$ cat config.mk
export PLATFORM = sky130hd
export DESIGN_NAME = mul_axi4s_rr_arbiter
export DESIGN_NICKNAME = d
export VERILOG_FILES = /design/src/rtl/mul_arb_pkg.sv /design/src/rtl/rr_priority_select.sv /design/src/rtl/mul_axi4s_rr_arbiter.sv
export SDC_FILE = /design/constraint.sdc
export NUM_CORES = 1
export LEC_CHECK = 0
export ABC_AREA = 1
export CORE_MARGIN = 4
export CORE_UTILIZATION = 30
export CTS_BUF_LIST = sky130_fd_sc_hd__clkbuf_8
export DETAILED_ROUTE_END_ITERATION = 10
export HOLD_SLACK_MARGIN = 0.06
export PLACE_DENSITY = 0.77
export SLEW_MARGIN = 10
export SYNTH_ARGS = -nofsm -noshare
export SYNTH_HDL_FRONTEND = slang
export SYNTH_HIERARCHICAL = 1
export SYNTH_SLANG_ARGS = --single-unit
$ cat constraint.sdc
create_clock -name clk -period 1.7 [get_ports clk]
set_input_delay 0.425 -clock clk [delete_from_list [all_inputs] [get_ports clk]]
set_output_delay 0.425 -clock clk [all_outputs]
set_load 0.005 [all_outputs]
$ cat src/rtl/mul_arb_pkg.sv
// Shared types and default widths for the multiplier arbiter and its helpers.
package mul_arb_pkg;

   localparam int NR_OF_MASTERS_DEF  = 4;
   localparam int AXI_DATA_WIDTH_DEF = 32;
   localparam int AXI_ID_WIDTH_DEF   = 4;
   localparam int TIMEOUT_CYCLES_DEF = 64;

   typedef enum logic [1:0] {
      ARB_IDLE    = 2'd0,
      ARB_FORWARD = 2'd1,
      ARB_WAIT    = 2'd2
   } arb_state_t;

   function automatic int idx_width(input int n);
      return (n > 1) ? $clog2(n) : 1;
   endfunction

endpackage

$ cat src/rtl/rr_priority_select.sv
// Combinational round-robin pick: first set request after last_grant_i, wrapping.
// Zero latency; found_o low when no request is pending.
module rr_priority_select
   import mul_arb_pkg::*;
#(
   parameter int N_P = 4,
   localparam int IDX_W = idx_width(N_P)
) (
   input  logic [N_P-1:0]   req_i,
   input  logic [IDX_W-1:0] last_grant_i,
   output logic [IDX_W-1:0] idx_o,
   output logic             found_o
);

   logic [IDX_W-1:0] cand;

   // Walk from the farthest offset down so the nearest requester is assigned last and wins.
   always_comb begin
      idx_o   = '0;
      found_o = 1'b0;
      cand    = '0;
      for (int i = N_P; i >= 1; i--) begin
         cand = IDX_W'((int'(last_grant_i) + i) % N_P);
         if (req_i[cand]) begin
            idx_o   = cand;
            found_o = 1'b1;
         end
      end
   end

endmodule

$ cat src/rtl/mul_axi4s_rr_arbiter.sv
// Round-robin share of one AXI4-S multiplier; 1-cycle grant, result 1 cycle after mul_rsp_tvalid.
// Granted requester sees mul_tready directly; optional result watchdog under MUL_ARB_TIMEOUT_EN.
module mul_axi4s_rr_arbiter
   import mul_arb_pkg::*;
#(
   parameter int NR_OF_MASTERS_P  = NR_OF_MASTERS_DEF,
   parameter int AXI_DATA_WIDTH_P = AXI_DATA_WIDTH_DEF,
   parameter int AXI_ID_WIDTH_P   = AXI_ID_WIDTH_DEF,
   parameter int TIMEOUT_CYCLES_P = TIMEOUT_CYCLES_DEF
) (
   input  logic                                       clk,
   input  logic                                       rst_n,
   input  logic [NR_OF_MASTERS_P-1:0]                 req_tvalid_i,
   output logic [NR_OF_MASTERS_P-1:0]                 req_tready_o,
   input  logic [NR_OF_MASTERS_P*AXI_DATA_WIDTH_P-1:0] req_tdata_i,
   input  logic [NR_OF_MASTERS_P-1:0]                 req_tlast_i,
   input  logic [NR_OF_MASTERS_P*AXI_ID_WIDTH_P-1:0]   req_tid_i,
   output logic [NR_OF_MASTERS_P-1:0]                 rsp_tvalid_o,
   output logic [AXI_DATA_WIDTH_P-1:0]                rsp_tdata_o,
   output logic                                       rsp_tlast_o,
   output logic [AXI_ID_WIDTH_P-1:0]                  rsp_tid_o,
   output logic                                       rsp_tuser_o,
   output logic                                       mul_tvalid_o,
   input  logic                                       mul_tready_i,
   output logic [AXI_DATA_WIDTH_P-1:0]                mul_tdata_o,
   output logic                                       mul_tlast_o,
   output logic [AXI_ID_WIDTH_P-1:0]                  mul_tid_o,
   input  logic                                       mul_rsp_tvalid_i,
   input  logic [AXI_DATA_WIDTH_P-1:0]                mul_rsp_tdata_i,
   input  logic                                       mul_rsp_tuser_i
);

   localparam int IDX_W = idx_width(NR_OF_MASTERS_P);

   arb_state_t                   state_q;
   logic [IDX_W-1:0]             grant_q;
   logic [IDX_W-1:0]             last_grant_q;
   logic [AXI_ID_WIDTH_P-1:0]    tid_q;
   logic [NR_OF_MASTERS_P-1:0]   rsp_tvalid_q;
   logic [AXI_DATA_WIDTH_P-1:0]  rsp_tdata_q;
   logic                         rsp_tlast_q;
   logic [AXI_ID_WIDTH_P-1:0]    rsp_tid_q;
   logic                         rsp_tuser_q;
   logic [IDX_W-1:0]             sel_idx;
   logic                         sel_found;
   logic                         last_hs;

`ifdef MUL_ARB_TIMEOUT_EN
   localparam int CNT_W = $clog2(TIMEOUT_CYCLES_P + 1);
   logic [CNT_W-1:0] cnt_q;
`endif

   rr_priority_select #(.N_P(NR_OF_MASTERS_P)) u_sel (
      .req_i        (req_tvalid_i),
      .last_grant_i (last_grant_q),
      .idx_o        (sel_idx),
      .found_o      (sel_found)
   );

   always_comb begin
      mul_tvalid_o = 1'b0;
      mul_tdata_o  = '0;
      mul_tlast_o  = 1'b0;
      mul_tid_o    = '0;
      req_tready_o = '0;
      if (state_q == ARB_FORWARD) begin
         mul_tvalid_o          = req_tvalid_i[grant_q];
         mul_tdata_o           = req_tdata_i[int'(grant_q)*AXI_DATA_WIDTH_P +: AXI_DATA_WIDTH_P];
         mul_tlast_o           = req_tlast_i[grant_q];
         mul_tid_o             = req_tid_i[int'(grant_q)*AXI_ID_WIDTH_P +: AXI_ID_WIDTH_P];
         req_tready_o[grant_q] = mul_tready_i;
      end
   end

   assign last_hs = mul_tvalid_o & mul_tready_i & mul_tlast_o;

   always_ff @(posedge clk or negedge rst_n) begin
      if (!rst_n) begin
         state_q      <= ARB_IDLE;
         grant_q      <= '0;
         last_grant_q <= IDX_W'(NR_OF_MASTERS_P - 1);
         tid_q        <= '0;
         rsp_tvalid_q <= '0;
         rsp_tdata_q  <= '0;
         rsp_tlast_q  <= 1'b0;
         rsp_tid_q    <= '0;
         rsp_tuser_q  <= 1'b0;
`ifdef MUL_ARB_TIMEOUT_EN
         cnt_q        <= '0;
`endif
      end else begin
         // Response fields are single-cycle pulses; idle back to zero.
         rsp_tvalid_q <= '0;
         rsp_tdata_q  <= '0;
         rsp_tlast_q  <= 1'b0;
         rsp_tid_q    <= '0;
         rsp_tuser_q  <= 1'b0;
         case (state_q)
            ARB_IDLE: begin
               if (sel_found) begin
                  grant_q      <= sel_idx;
                  last_grant_q <= sel_idx;
                  state_q      <= ARB_FORWARD;
               end
            end
            ARB_FORWARD: begin
               if (last_hs) begin
                  tid_q   <= mul_tid_o;
                  state_q <= ARB_WAIT;
`ifdef MUL_ARB_TIMEOUT_EN
                  cnt_q   <= '0;
`endif
               end
            end
            ARB_WAIT: begin
               if (mul_rsp_tvalid_i) begin
                  rsp_tvalid_q[grant_q] <= 1'b1;
                  rsp_tdata_q           <= mul_rsp_tdata_i;
                  rsp_tuser_q           <= mul_rsp_tuser_i;
                  rsp_tid_q             <= tid_q;
                  rsp_tlast_q           <= 1'b1;
                  state_q               <= ARB_IDLE;
               end
`ifdef MUL_ARB_TIMEOUT_EN
               else if (cnt_q == CNT_W'(TIMEOUT_CYCLES_P - 1)) begin
                  rsp_tvalid_q[grant_q] <= 1'b1;
                  rsp_tuser_q           <= 1'b1;
                  rsp_tid_q             <= tid_q;
                  rsp_tlast_q           <= 1'b1;
                  state_q               <= ARB_IDLE;
               end else begin
                  cnt_q <= cnt_q + CNT_W'(1);
               end
`endif
            end
            default: state_q <= ARB_IDLE;
         endcase
      end
   end

   assign rsp_tvalid_o = rsp_tvalid_q;
   assign rsp_tdata_o  = rsp_tdata_q;
   assign rsp_tlast_o  = rsp_tlast_q;
   assign rsp_tid_o    = rsp_tid_q;
   assign rsp_tuser_o  = rsp_tuser_q;

endmodule

== Yosys cells after proc, flatten, opt, wreduce, memory -nomap -nowiden ==
Index checks and enable logic that the tools add are counted.
Widths: inputs -> output; s select.
Operators by class
  $add $sub $neg: 4
  magnitude comparators: 6
  eq/ne operators: 5
  shifts and indexed selects: 2
  muxes and demuxes: 41
  bitwise logic cells: 3
  reduce and logical (&&, ||, !) cells: 5
Operators with widths (number)
  $shiftx 128x8->32: 1
  $mux 32: 3
  $mux 4: 6
  $mux 1: 17
  $shiftx 16x5->4: 1
  $lt 2x3->1 const B: 5
  $mux 2: 7
  $bmux 1 s2: 6
  $ne 2x2->1 const B: 3
  $pmux 2 s3: 1
  $add 2x1->2 const B: 2
  $add 2x2->2 const B: 2
  $and 4x4->4: 1
  $reduce_and 2->1: 2
  $reduce_and 3->1: 1
  $and 1x1->1: 2
  $demux 1 s2: 1
  $eq 2x1->1 const B: 1
  $eq 2x2->1 const B: 1
  $ge 2x1->1 const B: 1
  $logic_not 2->1: 1
  $logic_and 1x1->1: 1
Word-level totals
  flip-flop bits (word level): 52
  logic and storage cells: 75

== Longest topological paths before layout ==
Gate-level depths: netlist of run 1.
  word-level depth: 9
  depth in mapped cells: 12
  gate-level depth less buffers: 11

== Hierarchy ==
The synthesis of run 1 kept the hierarchy.
By module, submodules not included
  mul_axi4s_rr_arbiter: times used 1, cells an instance 343, area an instance 2939.1 um2, sequential area each 1303.8 um2
  rr_priority_select: times used 1, cells an instance 49, area an instance 226.5 um2, sequential area each 0.0 um2

== Least setup slack after synthesis of run 1 ==
No wires, ideal clock.
  kind: flip-flop to output port
  from: register grant_q[0]
  to: output mul_tdata_o[13]
  data arrival time: 1.124 ns
  data required time: 1.275 ns
  setup slack: 0.151 ns
  stages on the path, launching flop included: 7
  buffers on the path: 3
  cells stage by stage: dfrtp_1 buf_6 nor2_8 buf_6 buf_6 a22oi_1 a21oi_1
Between the ends
  word-level cells in the longest chain between the ends: 2
Ends and longest elaborated chain
  start, declared: RTL line mul_axi4s_rr_arbiter.sv:36  | logic [IDX_W-1:0] grant_q;
  start signal, assigned: RTL line mul_axi4s_rr_arbiter.sv:101  | grant_q <= sel_idx;
  $shiftx 128x8->32: RTL line mul_axi4s_rr_arbiter.sv:68  | mul_tdata_o = req_tdata_i[int'(grant_q)*AXI_DATA_WIDTH_P +: AXI_DATA_WIDTH_P];
  $mux 32: RTL line mul_axi4s_rr_arbiter.sv:66  | if (state_q == ARB_FORWARD) begin
  end, declared: RTL line mul_axi4s_rr_arbiter.sv:25  | output logic [AXI_DATA_WIDTH_P-1:0] mul_tdata_o,
No other way between the ends.

== Final worst setup path of run 1 ==
  from: register grant_q[0]
  to: output mul_tdata_o[30]
Same word-level chain as after synthesis.

==> impl_metrics.tcl, run 1 <==
set metrics [dict create \
    cts_tree "yes" \
    root_buffer "clkbuf_8" \
    synth_seq_cells 52 \
    slew_violations 0 \
    avgSynthCellArea_um2 8.075 \
    p_leak_nw 3.102 \
    switchingPower_mw 3.871 \
    power_frac_seq_pct 15.8 \
    drt-vias-per-instance 4.996 \
    clock_skew_ps 5.982 \
    rsz0062_at_grt "yes" \
    floorplan.initialDensity_pct 30.66 \
    drt-pass1-iter-count 4 \
    yosysSeqAreaShare_pct 41.19 \
    setup_viol 46 \
    maxCapViolations 0 \
    fin_util_pct 68.72 \
    vias 4267 \
    setup_ws_ps -453.8 \
    fmax_mhz 464.3 \
    hold_path.class "in2async" \
    first_global_vias 4468 \
    netlist_instances 392 \
    cp-start-kind "register" \
    routedWlPerCell_um 18.19 \
    cts_hold_buf 0 \
    ios 273 \
    relSlewSlack_pct 69.05 \
    worstSetupPathType "reg2out" \
    p_int_mw 5.714 \
    antenna_left 0 \
    gp_congestion 0.9548 \
    ff2ff_path_depth 12 \
    synth_area_leader_cell "dfrtp_1" \
    post-route-min-period_ps 2154 \
    clkTransAtPathRegs_ps 80 \
    grt_max_degree 39 \
    powerDensity_nw_per_um2 1351 \
    track_usage_pct 24.18 \
    violations "setup timing" \
    synthesis.nets 581 \
    netlist.area_leader.share_pct 39.53 \
    clk_path_buf_depth 2 \
    die-area_um2 12260 \
    fin_crit_sh_pct 126.7 \
    combPwrFrac_pct 77.6 \
    synth_area_um2 3166 \
    htreeDepth 2 \
    finalPower_mw 9.584 \
    portBuffers 272 \
    peakVddDrop_uv 812.8 \
    fin_area_um2 7094 \
    drt-total-wl_um 15540 \
    dpl_cell_area_um2 6312 \
    drc_errors 0 \
    sw_frac_of_total_pct 40.38 \
    grt_pass1_wl_um 23650 \
    pwr-share-clk_pct 6.5 \
    worstPathRequired_ps 1270 \
    synth.top_cells.by_area "dfrtp_1 40%, a22oi_1 14%, nand2_1 13%" \
    yosys_warnings 6 \
    drive_above_1_share_pct 31.94 \
    tightest_slew_ps 464.2 \
    die_w_um 110.7 \
    syn2layout_area_growth_pct 124.1 \
    worstSetupEndpointType "output port" \
    worstPathArrival_ps 1730 \
    cts_inserted_buffers 5 \
    synth.distinct_cells 27 \
    die_y_um 110.7 \
    clock-sinks 52 \
    hpwl_um 11700 \
    clkLatencyLatePin_ps 290 \
    nets 906 \
    antenna_found_initial 1 \
    grt_overflow_total 0 \
    drt-initial-drc-count 197 \
    run_status "finished with violations" \
    num_rows 37 \
    core-area_um2 10320 \
    worst-path-max-fanout 7 \
    whs_ps 72.27 \
    hold_violations 0 \
]
## worst paths after layout
| kind | start | slack, ps | to |
|---|---|---|---|
| setup / recovery | grant_q[0] | -450 | mul_tdata_o[30] |
| hold / removal | rst_n | 70 | tid_q[2] |
| setup reg to reg | grant_q[1] | -30 | tid_q[1] |
| hold reg to reg | tid_q[3] | 490 | tid_q[3] |
| max in group asynchronous | rst_n | 1110 | rsp_tdata_o[28] |
| min in group clk | tid_q[3] | 490 | tid_q[3] |
## logic make-up after synthesis
group	share of synthesized area (%)
simple gates	27.51
compound gates	21.62
flops	41.19
buf+inv	9.684
## metrics by stage
| stage | setup TNS, ps | cells | setup WS (ps) |
|---|---|---|---|
| floorplan | 0 | 392 | 151.2 |
| global placement | -19450 | 813 | -510.4 |
| detailed placement | -20230 | 813 | -520.7 |
| CTS | -16800 | 852 | -485.1 |
| global route | -19590 | 854 | -569.9 |
| finish | -15340 | 854 | -453.8 |
## sequential cells by signal (all words and copies together) (netlist names)
register	flops
rsp_tvalid_o	4
rsp_tid_o	4
last_grant_q	2
state_q	2
rsp_tdata_o	32
tid_q	4
grant_q	2
rsp_tlast_o	1
rsp_tuser_o	1
## power by group through the flow
stage               clock (mW)  sequential (mW)  combinational (mW)
finish                   0.626             1.52                7.44
global route             0.704             1.54                7.97
CTS                      0.651             1.51                7.50
detailed placement           0             1.55                5.84
global placement             0             1.54                5.77
floorplan                    0             1.46                2.80
## area by class of cell
cell class              count  area, µm²
flip-flops and latches     52       1306
diodes                      1      2.502
clock inverters             2      8.758
inverters                  20      102.6
multi-input cells         293       1919
fillers                   802       3229
clock buffers               5      68.82
repair buffers            345       3516
well taps                 136      170.2
## worst max-delay path, stage by stage (launching register included)
cell	delay, ps
dfrtp_2	450
buf_12	150
nor2_8	100
buf_12	130
buf_12	120
buf_6	90
a22oi_1	70
a21oi_1	160
buf_2	150
## cell usage after synthesis (all sizes together)
cell    count
a21oi      32
nand3      14
a22oi      64
dfrtp      50
and2        5
nand2     112
nor2       58
clkbuf      6
buf        21
inv        20
o21ai       4
nand4       4
dfstp       2
## layer usage
| layer | part of all wire (%) | track usage [%] | vias to the layer above |
|---|---|---|---|
| met5 | 0 | 0 | - |
| met4 | 3.9 | 9.606 | 0 |
| met3 | 8.7 | 6.114 | 37 |
| met2 | 53 | 45.79 | 244 |
| li1 | - | - | 1976 |
| met1 | 34 | 25.30 | 2010 |
## what timing repair did
| action | CTS | global route |
|---|---|---|
| endpoints found under the setup margin | 47 | 48 |
| gates cloned | 11 | 0 |
| resized for setup | 258 | 26 |
| setup buffers | 22 | 7 |
| pin swaps | 63 | 23 |
## placed cells by master, fill, tap and decap left out, types with 6 or more instances in the layout
master / instances
clkdlybuf4s50_1: 228
nand3_1: 13
dfrtp_1: 48
buf_2: 37
nand2_1: 95
nor2_1: 46
buf_12: 19
buf_4: 38
a21oi_1: 27
buf_6: 11
buf_16: 6
nand2_2: 10
a22oi_2: 54
nor2_4: 6
nand2_4: 6
inv_1: 11
a22oi_1: 10
Power figures use the tool's default switching activity.
==> inputs of run 2 (changes only) <==
--- a/config.mk
+++ b/config.mk
@@ -12,7 +12,7 @@
 export DETAILED_ROUTE_END_ITERATION = 10
 export HOLD_SLACK_MARGIN = 0.06
 export PLACE_DENSITY = 0.77
-export SLEW_MARGIN = 10
+export SLEW_MARGIN = 20
 export SYNTH_ARGS = -nofsm -noshare
 export SYNTH_HDL_FRONTEND = slang
 export SYNTH_HIERARCHICAL = 1
==> constraint.sdc (replaced) <==
create_clock -name clk -period 1.7 [get_ports clk]
set_input_delay 0.425 -clock clk [delete_from_list [all_inputs] [get_ports clk]]
set_output_delay 0.425 -clock clk [all_outputs]
set_load 0.01 [all_outputs]
==> impl_metrics.tcl, run 2 (synthesis gave the netlist of run 1 again) <==
set metrics [dict create \
    routedWlPerCell_um 17.25 \
    vias 4139 \
    hpwl_um 11560 \
    antenna_left 0 \
    post-route-min-period_ps 2144 \
    max_stage_delay_ps 440 \
    multiInputGateArea_um2 1713 \
    fin_util_pct 65.93 \
    first_global_vias 4231 \
    die_y_um 110.7 \
    antenna_found_initial 0 \
    crit_path_cell_trace "buf_12 > nor2_8 > buf_12 > buf_12 > nand2_1 > nand4_1 > and2_1 > buf_2" \
    peakVddDrop_uv 816.5 \
    drt-vias-per-instance 4.864 \
    cp-start-kind "register" \
    hold_violations 0 \
    seq_area_um2 1306 \
    ff2ff_path_depth 12 \
    grt_max_degree 39 \
    worstSetupEndpointType "output port" \
    cts_inserted_buffers 5 \
    violations "setup timing" \
    die-area_um2 12260 \
    worstSetupPathType "reg2out" \
    setup_ws_ps -444.5 \
    final_common_cell "clkdlybuf4s50_1" \
    drt-initial-drc-count 257 \
    rr_startpoint "grant_q[0]" \
    whs_ps 75.91 \
    p_leak_nw 3.054 \
    cts_tree "yes" \
    ios 273 \
    dpl_cell_area_um2 6332 \
    num_rows 37 \
    clkLatencyLatePin_ps 290 \
    final_cell_mix "229 x clkdlybuf4s50_1, 98 x nand2_1, 48 x dfrtp_1" \
    n_antenna_cell 0 \
    fmax_mhz 466.3 \
    powerDensity_nw_per_um2 1367 \
    grt_overflow_total 0 \
    gp_congestion 0.9645 \
    rsz0062_at_grt "yes" \
    clock-sinks 52 \
    syn2layout_area_growth_pct 115.0 \
    clkTransAtPathRegs_ps 90 \
    worst-path-max-fanout 7 \
    critPathBufInv 4 \
    drc_errors 0 \
    tightest_slew_ps 476.1 \
    clock_skew_ps 2.336 \
    grt_pass1_wl_um 21830 \
    largest_register_ffs 32 \
    r2r-end "tid_q[2]" \
    core-area_um2 10320 \
    drt-total-wl_um 14680 \
    relSlewSlack_pct 68.26 \
    r2r_slack_ps -10 \
    drt-pass1-iter-count 5 \
    drive_above_1_share_pct 26.15 \
    worstPathRequired_ps 1270 \
    critPathSlowestCell "dfrtp_2" \
    portBuffers 272 \
    setup_viol 45 \
    cp_top_family "buffers and inverters" \
    nFillCells 816 \
    fin_crit_sh_pct 126.1 \
    track_usage_pct 22.14 \
    fin_area_um2 6807 \
    nets 903 \
    floorplan.initialDensity_pct 30.66 \
    maxCapViolations 0 \
    root_buffer "clkbuf_8" \
    clk_path_buf_depth 2 \
    cp_common_cell "buf_12" \
    slew_violations 0 \
    die_w_um 110.7 \
    worstPathArrival_ps 1720 \
    htreeDepth 2 \
    hold_path.class "in2async" \
    run_status "finished with violations" \
]
==> run 2: power breakdown <==
group / internal, mW / switching [mW] / total [mW]
combinational: 3.60 / 3.36 / 6.97
clock: 0.481 / 0.379 / 0.860
sequential: 1.38 / 0.102 / 1.48
total: 5.46 / 3.84 / 9.31
==> run 2: what timing repair did <==
item                                    in CTS  in global routing
buffers inserted                            10                 14
pin swaps                                   19                 19
endpoints found under the setup margin      48                 49
gates cloned                                 2                  3
hold buffers                                 0                  0
gates resized for setup                    193                 31
==> run 2: stage by stage <==
step	worst slack, ps	power, mW	std cells	TNS [ps]
CTS	-470.6	8.577	834	-15060
detailed placement	-551.1	7.710	814	-20770
global placement	-542.8	7.642	814	-20250
global route	-516.3	9.914	851	-19700
finish	-444.5	9.308	851	-15540
floorplan	80.20	4.535	392	0
==> run 2: how the worst max path moves through the flow <==
| stage | start | endpoint | slack [ps] | depth (start not counted) |
|---|---|---|---|---|
| 2_1_floorplan | grant_q[0] | mul_tdata_o[13] | 80 | 6 |
| 3_3_place_gp | grant_q[1] | mul_tdata_o[13] | -540 | 6 |
| 3_5_place_dp | req_tvalid_i[1] | mul_tvalid_o | -550 | 6 |
| 4_1_cts | grant_q[1] | mul_tdata_o[19] | -470 | 8 |
| 5_1_grt | grant_q[1] | mul_tdata_o[5] | -520 | 8 |
| 6_report | grant_q[0] | mul_tid_o[0] | -440 | 8 |
==> run 2: layout make-up <==
class / count / share of cell area, %
Timing Repair Buffer: 342 / 49.93
Inverter: 20 / 1.434
Clock inverter: 2 / 0.5699
Clock buffer: 6 / 1.213
Sequential cell: 52 / 19.19
Tap cell: 136 / 2.500
Multi-Input combinational cell: 293 / 25.17
==> run 2: routing by layer <==
| layer | global-route usage, % | part of all wire [%] | routed length [µm] |
|---|---|---|---|
| met1 | 24.02 | 35 | 5177 |
| met2 | 41.50 | 53 | 7711 |
| met3 | 5.622 | 9.0 | 1315 |
| met4 | 7.553 | 3.2 | 473 |
| met5 | 0 | 0 | 0 |
